**src/rtl/fp_pkg.sv**
```systemverilog
// Shared binary32 definitions for the floating-point adder.
// Latency: none (types, constants and one combinational helper).
// Backpressure: not applicable.
package fp_pkg;

  localparam int EXP_W   = 8;
  localparam int FRAC_W  = 23;
  localparam int BIAS    = 127;
  localparam int MANT_W  = FRAC_W + 1;          // hidden bit + fraction
  localparam int EXP_MAX = 2 * BIAS + 1;        // all-ones exponent (inf/NaN)
  localparam int LZC_W   = $clog2(MANT_W + 1);  // counts 0..MANT_W

  localparam logic [31:0] QNAN = 32'h7FC0_0000;
  localparam logic [31:0] PINF = 32'h7F80_0000;
  localparam logic [31:0] NINF = 32'hFF80_0000;

  // Unpacked operand: mantissa carries the hidden bit, zero for flushed values.
  typedef struct packed {
    logic              sign;
    logic [EXP_W-1:0]  exp;
    logic [MANT_W-1:0] mant;
    logic              is_zero;
    logic              is_inf;
    logic              is_nan;
  } fp_op_t;

  // Denormals are flushed to a zero of the same sign.
  function automatic fp_op_t fp_unpack(input logic [31:0] v);
    fp_op_t o;
    o.sign    = v[31];
    o.exp     = v[30:23];
    o.is_zero = (v[30:23] == '0);
    o.is_inf  = (v[30:23] == '1) && (v[22:0] == '0);
    o.is_nan  = (v[30:23] == '1) && (v[22:0] != '0);
    o.mant    = o.is_zero ? '0 : {1'b1, v[22:0]};
    return o;
  endfunction

endpackage

```
**src/rtl/fp_lzc.sv**
```systemverilog
// Leading-zero counter over the 24-bit mantissa field.
// Latency: combinational.
// Backpressure: not applicable.
//
// Ports:
//   i_dat  mantissa bits, MSB first
//   o_cnt  number of leading zeros; MANT_W when i_dat is all zero
module fp_lzc
  import fp_pkg::*;
(
  input  logic [MANT_W-1:0] i_dat,
  output logic [LZC_W-1:0]  o_cnt
);

  // Scan upward so the highest set bit is the last one to write the count.
  always_comb begin
    o_cnt = LZC_W'(MANT_W);
    for (int i = 0; i < MANT_W; i++) begin
      if (i_dat[i]) o_cnt = LZC_W'(MANT_W - 1 - i);
    end
  end

endmodule

```
**src/rtl/fp_add_sub.sv**
```systemverilog
// IEEE-754 binary32 adder, round-to-nearest-even, flush-to-zero.
// Latency: 7 cycles (operands captured at edge N, result after edge N+7).
// Backpressure: none; accepts one operation every cycle, never stalls.
//
// Ports:
//   clock   rising-edge clock
//   reset   synchronous active-high reset, clears every pipeline register
//   dataa   operand A (binary32)
//   datab   operand B (binary32)
//   result  registered A+B (binary32)
module fp_add_sub
  import fp_pkg::*;
(
  input  logic        clock,
  input  logic        reset,
  input  logic [31:0] dataa,
  input  logic [31:0] datab,
  output logic [31:0] result
);

  // Special-case outcome decided early and carried alongside the datapath.
  typedef struct packed {
    logic        special;   // NaN or inf involved: res overrides datapath
    logic [31:0] res;
    logic        neg_zero;  // both operands were negative zeros
  } side_t;

  // ---------------- pipeline registers ----------------
  logic [31:0]       r0_a, r0_b;
  fp_op_t            r1_a, r1_b;
  logic              r2_sign_l, r2_sign_s;
  logic [EXP_W-1:0]  r2_exp, r2_shift;
  logic [MANT_W-1:0] r2_mant_l, r2_mant_s;
  side_t             r2_side;
  logic              r3_sign, r3_sub;
  logic [EXP_W-1:0]  r3_exp;
  logic [26:0]       r3_mant_l, r3_mant_s;   // {mant, guard, round, sticky}
  side_t             r3_side;
  logic              r4_sign;
  logic [EXP_W-1:0]  r4_exp;
  logic [27:0]       r4_sum;                 // extra carry bit on top
  side_t             r4_side;
  logic              r5_sign, r5_zero;
  logic [9:0]        r5_exp;                 // bit 9 set means underflowed
  logic [26:0]       r5_norm;
  side_t             r5_side;
  logic              r6_sign, r6_zero;
  logic [9:0]        r6_exp;
  logic [FRAC_W-1:0] r6_frac;
  side_t             r6_side;
  logic [31:0]       r_result;

  // ---------------- stage 1: unpack ----------------
  fp_op_t w1_a, w1_b;
  assign w1_a = fp_unpack(r0_a);
  assign w1_b = fp_unpack(r0_b);

  // ---------------- stage 2: compare and swap ----------------
  // Ordering by full magnitude keeps the later subtraction non-negative.
  logic              w2_a_big, w2_sign_l, w2_sign_s;
  logic [EXP_W-1:0]  w2_exp_l, w2_exp_s;
  logic [MANT_W-1:0] w2_mant_l, w2_mant_s;
  side_t             w2_side;

  assign w2_a_big  = (r1_a.exp > r1_b.exp) ||
                     ((r1_a.exp == r1_b.exp) && (r1_a.mant >= r1_b.mant));
  assign w2_sign_l = w2_a_big ? r1_a.sign : r1_b.sign;
  assign w2_sign_s = w2_a_big ? r1_b.sign : r1_a.sign;
  assign w2_exp_l  = w2_a_big ? r1_a.exp  : r1_b.exp;
  assign w2_exp_s  = w2_a_big ? r1_b.exp  : r1_a.exp;
  assign w2_mant_l = w2_a_big ? r1_a.mant : r1_b.mant;
  assign w2_mant_s = w2_a_big ? r1_b.mant : r1_a.mant;

  always_comb begin
    w2_side          = '0;
    w2_side.special  = r1_a.is_nan | r1_b.is_nan | r1_a.is_inf | r1_b.is_inf;
    w2_side.neg_zero = r1_a.is_zero & r1_b.is_zero & r1_a.sign & r1_b.sign;
    if (r1_a.is_nan || r1_b.is_nan ||
        (r1_a.is_inf && r1_b.is_inf && (r1_a.sign != r1_b.sign)))
      w2_side.res = QNAN;
    else if (r1_a.is_inf)
      w2_side.res = r1_a.sign ? NINF : PINF;
    else if (r1_b.is_inf)
      w2_side.res = r1_b.sign ? NINF : PINF;
  end

  // ---------------- stage 3: align ----------------
  // The wide shifter keeps every shifted-out bit so sticky is exact; past 25
  // positions nothing but sticky can survive.
  logic [49:0] w3_wide;
  logic [26:0] w3_mant_s;
  assign w3_wide = {r2_mant_s, 26'd0} >> r2_shift;
  always_comb begin
    if (r2_shift >= 8'd26)
      w3_mant_s = {26'd0, |r2_mant_s};
    else
      w3_mant_s = {w3_wide[49:24], |w3_wide[23:0]};
  end

  // ---------------- stage 4: add / subtract ----------------
  logic [27:0] w4_sum;
  assign w4_sum = r3_sub ? ({1'b0, r3_mant_l} - {1'b0, r3_mant_s})
                         : ({1'b0, r3_mant_l} + {1'b0, r3_mant_s});

  // ---------------- stage 5: normalize ----------------
  // A count of 24 with the guard bit set only arises from a one-position
  // subtraction, where round/sticky are zero, so a plain shift is exact.
  logic [LZC_W-1:0] w5_lz;
  logic [26:0]      w5_norm;
  logic [9:0]       w5_exp;

  fp_lzc u_lzc (
    .i_dat (r4_sum[26:3]),
    .o_cnt (w5_lz)
  );

  always_comb begin
    if (r4_sum[27]) begin
      w5_norm = {r4_sum[27:2], r4_sum[1] | r4_sum[0]};
      w5_exp  = {2'b00, r4_exp} + 10'd1;
    end else begin
      w5_norm = r4_sum[26:0] << w5_lz;
      w5_exp  = {2'b00, r4_exp} - {{(10-LZC_W){1'b0}}, w5_lz};
    end
  end

  // ---------------- stage 6: round ----------------
  logic              w6_up;
  logic [MANT_W:0]   w6_mant;
  logic [FRAC_W-1:0] w6_frac;
  logic [9:0]        w6_exp;
  assign w6_up   = r5_norm[2] & (r5_norm[1] | r5_norm[0] | r5_norm[3]);
  assign w6_mant = {1'b0, r5_norm[26:3]} + {{MANT_W{1'b0}}, w6_up};
  // Rounding carry-out leaves 1.000..0 one binade higher.
  assign w6_frac = w6_mant[MANT_W] ? w6_mant[MANT_W-1:1] : w6_mant[FRAC_W-1:0];
  assign w6_exp  = w6_mant[MANT_W] ? (r5_exp + 10'd1) : r5_exp;

  // ---------------- stage 7: pack ----------------
  logic [31:0] w7_result;
  always_comb begin
    if (r6_side.special)
      w7_result = r6_side.res;
    else if (r6_zero)
      w7_result = {r6_side.neg_zero, 31'd0};
    else if (r6_exp[9] || (r6_exp == 10'd0))
      w7_result = '0;
    else if (r6_exp >= 10'(EXP_MAX))
      w7_result = r6_sign ? NINF : PINF;
    else
      w7_result = {r6_sign, r6_exp[EXP_W-1:0], r6_frac};
  end

  always_ff @(posedge clock) begin
    if (reset) begin
      r0_a <= '0;  r0_b <= '0;
      r1_a <= '0;  r1_b <= '0;
      r2_sign_l <= 1'b0;  r2_sign_s <= 1'b0;  r2_exp <= '0;  r2_shift <= '0;
      r2_mant_l <= '0;  r2_mant_s <= '0;  r2_side <= '0;
      r3_sign <= 1'b0;  r3_sub <= 1'b0;  r3_exp <= '0;
      r3_mant_l <= '0;  r3_mant_s <= '0;  r3_side <= '0;
      r4_sign <= 1'b0;  r4_exp <= '0;  r4_sum <= '0;  r4_side <= '0;
      r5_sign <= 1'b0;  r5_zero <= 1'b0;  r5_exp <= '0;  r5_norm <= '0;  r5_side <= '0;
      r6_sign <= 1'b0;  r6_zero <= 1'b0;  r6_exp <= '0;  r6_frac <= '0;  r6_side <= '0;
      r_result <= '0;
    end else begin
      r0_a <= dataa;
      r0_b <= datab;

      r1_a <= w1_a;
      r1_b <= w1_b;

      r2_sign_l <= w2_sign_l;
      r2_sign_s <= w2_sign_s;
      r2_exp    <= w2_exp_l;
      r2_shift  <= w2_exp_l - w2_exp_s;
      r2_mant_l <= w2_mant_l;
      r2_mant_s <= w2_mant_s;
      r2_side   <= w2_side;

      r3_sign   <= r2_sign_l;
      r3_sub    <= r2_sign_l ^ r2_sign_s;
      r3_exp    <= r2_exp;
      r3_mant_l <= {r2_mant_l, 3'b000};
      r3_mant_s <= w3_mant_s;
      r3_side   <= r2_side;

      r4_sign <= r3_sign;
      r4_exp  <= r3_exp;
      r4_sum  <= w4_sum;
      r4_side <= r3_side;

      r5_sign <= r4_sign;
      r5_zero <= (r4_sum == '0);
      r5_exp  <= w5_exp;
      r5_norm <= w5_norm;
      r5_side <= r4_side;

      r6_sign <= r5_sign;
      r6_zero <= r5_zero;
      r6_exp  <= w6_exp;
      r6_frac <= w6_frac;
      r6_side <= r5_side;

      r_result <= w7_result;
    end
  end

  assign result = r_result;

endmodule

```
**config.mk**
```make
export PLATFORM = sky130hd
export DESIGN_NAME = fp_add_sub
export DESIGN_NICKNAME = d
export VERILOG_FILES = /design/src/rtl/fp_pkg.sv /design/src/rtl/fp_lzc.sv /design/src/rtl/fp_add_sub.sv
export SDC_FILE = /design/constraint.sdc
export NUM_CORES = 1
export LEC_CHECK = 0
export CAP_MARGIN = 10
export CORE_MARGIN = 4
export CORE_UTILIZATION = 45
export CTS_CLUSTER_DIAMETER = 60
export DETAILED_ROUTE_END_ITERATION = 7
export HOLD_SLACK_MARGIN = 0.02
export PLACE_DENSITY = 0.59
export SETUP_SLACK_MARGIN = 0.15
export SYNTH_ARGS = -nofsm -noshare
export SYNTH_HDL_FRONTEND = slang
export SYNTH_SLANG_ARGS = --single-unit
```
**constraint.sdc**
```tcl
create_clock -name clock -period 10.4 [get_ports clock]
set_input_delay 1.56 -clock clock [delete_from_list [all_inputs] [get_ports clock]]
set_output_delay 1.56 -clock clock [all_outputs]
set_load 0.01 [all_outputs]
```
== Yosys cells after proc, flatten, opt, wreduce, memory -nomap -nowiden ==
Cells that the tools add are included.

* Output and inout bits: 32
* Bits in registers: 579

* Bitwise gates (word level): 11
* Equal/unequal tests: 4
* Add/subtract/negate cells: 7
* Reductions and logical operators: 25
* Order comparisons: 4
* Shift-type cells: 2
* Mux-type cells: 48

{| class="wikitable"
|+ Operator list
! kind !! count
|-
| 32-bit 2-to-1 mux || 9
|-
| 24-bit 2-to-1 mux || 4
|-
| 5-bit 2-to-1 mux || 16
|-
| 50-bit by 8-bit right shift with 50-bit output || 1
|-
| 24-bit OR reduction || 2
|-
| 23-bit logical NOT || 2
|-
| 23-bit nonzero test || 2
|-
| 4-bit 2-to-1 mux || 8
|-
| 31-bit 2-to-1 mux || 1
|-
| 27-bit by 27-bit adder with 28-bit output || 1
|-
| 28-bit logical NOT || 1
|-
| 28-bit 2-to-1 mux || 1
|-
| 27-bit by 27-bit subtractor with 28-bit output || 1
|-
| 27-bit 2-to-1 mux || 1
|-
| 27-bit by 5-bit << shifter with 27-bit output || 1
|-
| 24-bit by 1-bit adder with 25-bit output || 1
|-
| 24-bit greater-or-equal comparator || 1
|-
| 23-bit 2-to-1 mux || 1
|-
| 10-bit 2-to-1 mux || 2
|-
| 8-bit equality test (second input constant) || 2
|-
| 8-bit logical NOT || 2
|-
| 8-bit 2-to-1 mux || 2
|-
| 10-bit by 1-bit adder with 10-bit output (second input constant) || 1
|-
| 10-bit by 8-bit greater-or-equal comparator with 1-bit output (second input constant) || 1
|-
| 15 further kinds || 37
|}

== Logic depth before layout (Yosys ltp) ==
* Word-level depth: 26
* Depth in mapped cells: 17
* Gate-level depth less buffers: 16

== By module ==
A second synthesis with hierarchy kept.

* Cells, all modules: 2,212
* Area, all modules: 19,339.8 um^2

{| class="wikitable"
|+ By module, submodules not included
! module !! area each (um^2) !! seq. area each (um^2) !! cells an instance !! instances
|-
| fp_add_sub || 19,074.5 || 8,628.3 || 2,164 || 1
|-
| fp_lzc || 265.3 || 0.0 || 48 || 1
|}

== Worst setup path before layout ==
No wires, ideal clock.

* Path type: flip-flop to flip-flop
* From: register r1_a[27] in the netlist's numbering
* To: register r2_shift[6]
* Clock period less this slack: 3.291 ns
* Required time: 10.277 ns
* Arrival time: 3.167 ns
* Cell stages (with the launch flop): 15
* Setup slack: 7.109 ns
* Cell sequence: dfxtp_1 > inv_1 > ha_1 > nand2b_1 > a2111oi_2 > a2111oi_0 > o31a_1 > buf_2 > a211oi_2 > nor2_1 > ha_1 > nor3_4 > nor3_1 > a2111oi_1 > mux2_1

* Word-level cells in the longest chain between the ends: 5
* Elaborated cells on any way between the ends: 7
* Those cells by class: add/sub (1); order compare (1); eq/ne (1); mux (2); reduce/logical (2)

{| class="wikitable"
|+ Ends and longest elaborated chain
! element !! RTL line !! source
|-
| start, declared || fp_add_sub.sv:30 || <nowiki>fp_op_t r1_a, r1_b;</nowiki>
|-
| start signal, assigned || fp_add_sub.sv:169 || <nowiki>r1_a <= w1_a;</nowiki>
|-
| branches (longest 4 deep; another with 8-bit greater-than comparator) || -- ||
|-
| 8-bit subtractor (*) || fp_add_sub.sv:175 || <nowiki>r2_shift <= w2_exp_l - w2_exp_s;</nowiki>
|-
| end signal, assigned || fp_add_sub.sv:175 ||
|-
| end, declared || fp_add_sub.sv:32 || <nowiki>logic [EXP_W-1:0] r2_exp, r2_shift;</nowiki>
|}

Mark *: on every way between the ends.
A chain may end at the register's enable or synchronous reset.

== Worst setup path in the final report ==
* From: register r4_sum[25]
* To: register r5_exp[8]

* Word-level cells in the longest chain between the ends: 4

{| class="wikitable"
|+ Ends and longest elaborated chain
! element !! RTL line !! source
|-
| start, declared || fp_add_sub.sv:41 || <nowiki>logic [27:0] r4_sum;</nowiki>
|-
| start signal, assigned || fp_add_sub.sv:189 || <nowiki>r4_sum <= w4_sum;</nowiki>
|-
| 5-bit 2-to-1 mux (2 in series) || fp_lzc.sv:19 || <nowiki>if (i_dat[i]) o_cnt = LZC_W'(MANT_W - 1 - i);</nowiki>
|-
| 8-bit by 5-bit subtractor with 9-bit output || fp_add_sub.sv:123 || <nowiki>w5_exp = {2'b00, r4_exp} - {{(10-LZC_W){1'b0}}, w5_lz};</nowiki>
|-
| 10-bit 2-to-1 mux || fp_add_sub.sv:118 || <nowiki>if (r4_sum[27]) begin</nowiki>
|-
| end signal, assigned || fp_add_sub.sv:194 || <nowiki>r5_exp <= w5_exp;</nowiki>
|-
| end, declared || fp_add_sub.sv:44 || <nowiki>logic [9:0] r5_exp;</nowiki>
|}

Every way passes these cells.

==> flow_metrics.py <==
metrics = {
    "outcome": {
        "status": "complete, no violations",
    },
    "cells_and_area": {
        "finish.utilization_pct": 52.4,
        "final_common_cell": "dfxtp_1",
        "nets": 2493,
        "final_layout_size_suffix_gt1_share_pct": 5.82,
        "area_growth_pct": 14.4,
        "antenna_cells": 0,
        "mostFrequentLayoutCells": "dfxtp_1 (431), nand2_1 (206), nor2_1 (190), a21oi_1 (182), nor2b_1 (169)",
    },
    "yosys": {
        "synth_top_area_cell": "dfxtp_1",
        "synth_area_leaders": "dfxtp_1 (44%), ha_1 (5.7%), nor2b_1 (5.3%)",
        "synth.distinct_cells": 86,
        "netlist_instances": 2300,
        "synth_nets": 2458,
        "ys_seq_area_share_pct": 43.5,
        "syn_area_um2": 19800,
        "synth_edf_count": 0,
        "syn-mean-instance-area_um2": 8.62,
        "synth_top_flop_cell": "dfxtp_1",
        "netlist.area_leader.share_pct": 43.5,
        "ys_ff_latch": 431,
        "ys_async_sr_fraction_pct": 0,
        "yosysWarnings": 0,
    },
    "global_route": {
        "gr-total-overflow": 0,
        "grt_pass1_wl_um": 82700,
        "grt_max_degree": 96,
        "antenna_found_initial": 1,
        "grt_pass1_vias": 15600,
        "grt_usage_pct": 21.3,
    },
    "routing": {
        "drt-vias-per-instance": 5.47,
        "ant_nets": 0,
        "finalWirelength_um": 50800,
        "via_count": 16200,
        "drc": 0,
        "dr.pass1.iters": 5,
        "detail_route.iter0.violations": 1184,
        "wl_per_cell_um": 17.2,
    },
    "timing": {
        "slew_headroom_pct": 38.1,
        "skew_ns": 0.0242,
        "period_share_pct": 39.0,
        "period_minus_slack_ns": 4.05,
        "hold_ws_ns": 0.423,
        "setup_viol": 0,
        "fin_tns_setup_ns": 0,
        "worst_pin_slew_ns": 0.920,
        "slew_viol_final": 0,
        "hold_viol": 0,
        "fmax_mhz": 247,
        "rsz0062_at_grt": "false",
    },
    "clock_tree": {
        "numCtsBuffers": 46,
        "cts_hold_buf": 0,
        "cts_resized": 0,
        "clkSinkCount": 431,
        "insertion_delay_ns": 0.58,
        "clk_pin_slew_ns": 0.06,
        "cts_tree": "built",
        "max-clock-path-buffers": 3,
        "clock-root-buffer": "clkbuf_16",
        "cts_max_level": 2,
        "post_cts_buffers": 0,
    },
    "setup_path": {
        "worstSetupPathType": "reg -> reg",
        "end_kind": "register",
        "cp-start-kind": "register",
        "critPathArrivalTime_ns": 4.57,
        "crit_fanout": 15,
        "worstPathRequired_ns": 10.92,
    },
    "floorplan": {
        "initial_core_util_pct": 45.8,
        "die_area_um2": 47500,
        "coreArea_um2": 43300,
        "num_rows": 76,
        "die-width_um": 218,
        "die_height_um": 218,
        "ioPinCount": 98,
    },
    "power_and_ir_drop": {
        "leakagePower_nw": 8.85,
        "power.density_nw_per_um2": 200,
        "vdd_drop_max_mv": 0.110,
    },
    "place": {
        "gp_congestion": 0.984,
        "dp_hpwl_um": 38400,
        "port_buffers": 97,
    },
    "worst_hold_path": {
        "min_path_type": "reg -> reg",
    },
    "flow_run": {
        "max_cap_viol_count": 0,
    },
}
synthesized netlist by cell type, types with 5 or more instances:
master	instances
dfxtp_1	431
nand2_1	206
nor2_1	190
a21oi_1	183
nor2b_1	169
inv_1	110
ha_1	90
clkbuf_1	86
o21ai_0	85
and2_1	79
nand3_1	64
nor3_1	57
mux2i_1	52
nor4_1	37
xnor2_1	33
a211oi_1	30
nand4_1	28
and3_1	25
xor2_1	25
buf_1	22
nand2b_1	21
a31oi_1	17
buf_2	17
o21a_1	15
mux2_2	14
a21o_1	13
o31ai_1	13
or3_1	12
a221oi_1	11
o211ai_1	11
a22oi_1	10
o22ai_1	9
a211o_1	7
o41ai_1	7
or4_1	7
or2_2	6
a221o_1	5
o221ai_1	5
power breakdown:
group          leakage, nW  total [mW]  internal (mW)  switching (mW)
clock                0.739        1.61          0.955           0.651
combinational         4.59        1.07          0.390           0.678
sequential            3.52        1.87           1.77          0.0966
area by class of cell:
cell class	instances	area [µm²]
repair buffers	113	1100
clock buffers	70	1350
clock inverters	14	166
flip-flops and latches	431	8630
multi-input cells	1628	10300
inverters	115	432
fillers	4059	20600
well taps	585	732
routing by layer:
layer	global-route usage [%]	wire length (µm)
met5	0	0
met4	6.64	1430
met2	35.3	23600
met1	28.8	23000
met3	2.97	2770
sequential cells by signal, indices dropped and copies added, names as in the netlist, 23 cells and up:
| name | cells |
|---|---|
| r0_a | 32 |
| r0_b | 32 |
| r1_a | 36 |
| r1_b | 36 |
| r2_mant_l | 24 |
| r2_mant_s | 24 |
| r3_mant_l | 24 |
| r3_mant_s | 27 |
| r4_sum | 28 |
| r5_norm | 27 |
| r6_frac | 23 |
| result | 32 |
worst max-delay path, stage by stage (launching register included):
cell and delay [ns]:
dfxtp_1 0.55, nor2_1 0.10, o21a_1 0.14, nand2b_1 0.22, nor2_2 0.48, nand2_1 0.45, inv_2 0.32, ha_1 0.18
inv_1 0.06, fa_1 0.40, a21o_1 0.19, a21oi_1 0.21, o21ai_0 0.15, nor4b_1 0.37, or2_2 0.17
through the flow:
step / setup WS, ns / total power [mW] / cells / instance area, µm²
after floorplan: 7.11 / 2.63 / 2300 / 19800
after global placement: 6.46 / 2.96 / 2872 / 21200
after detailed placement: 6.44 / 2.95 / 2872 / 21200
after CTS: 6.43 / 4.58 / 2956 / 22700
after global routing: 5.94 / 4.78 / 2956 / 22700
final: 6.35 / 4.54 / 2956 / 22700
cell families after synthesis:
| group | count (synthesis) | synth area share [%] |
|---|---|---|
| AOI/OAI and AO/OA | 486 | 15.9 |
| DFF | 431 | 43.5 |
| adders and majority gates | 92 | 5.88 |
| muxes | 70 | 3.82 |
| buffers and inverters | 241 | 4.68 |
| xor gates and xnor gates | 58 | 2.56 |
| and+or+nand+nor | 922 | 23.6 |
final timing paths:
kind                             startpoint          to  slack [ns]  depth (start not counted)
worst max register to register   r4_sum[25]   r5_exp[8]        6.35                         14
worst min register to register  r6_frac[15]  result[15]        0.42                          1
worst max-delay path             r4_sum[25]   r5_exp[8]        6.35                         14
worst min-delay path            r6_frac[15]  result[15]        0.42                          1
Power figures use the tool's default switching activity.
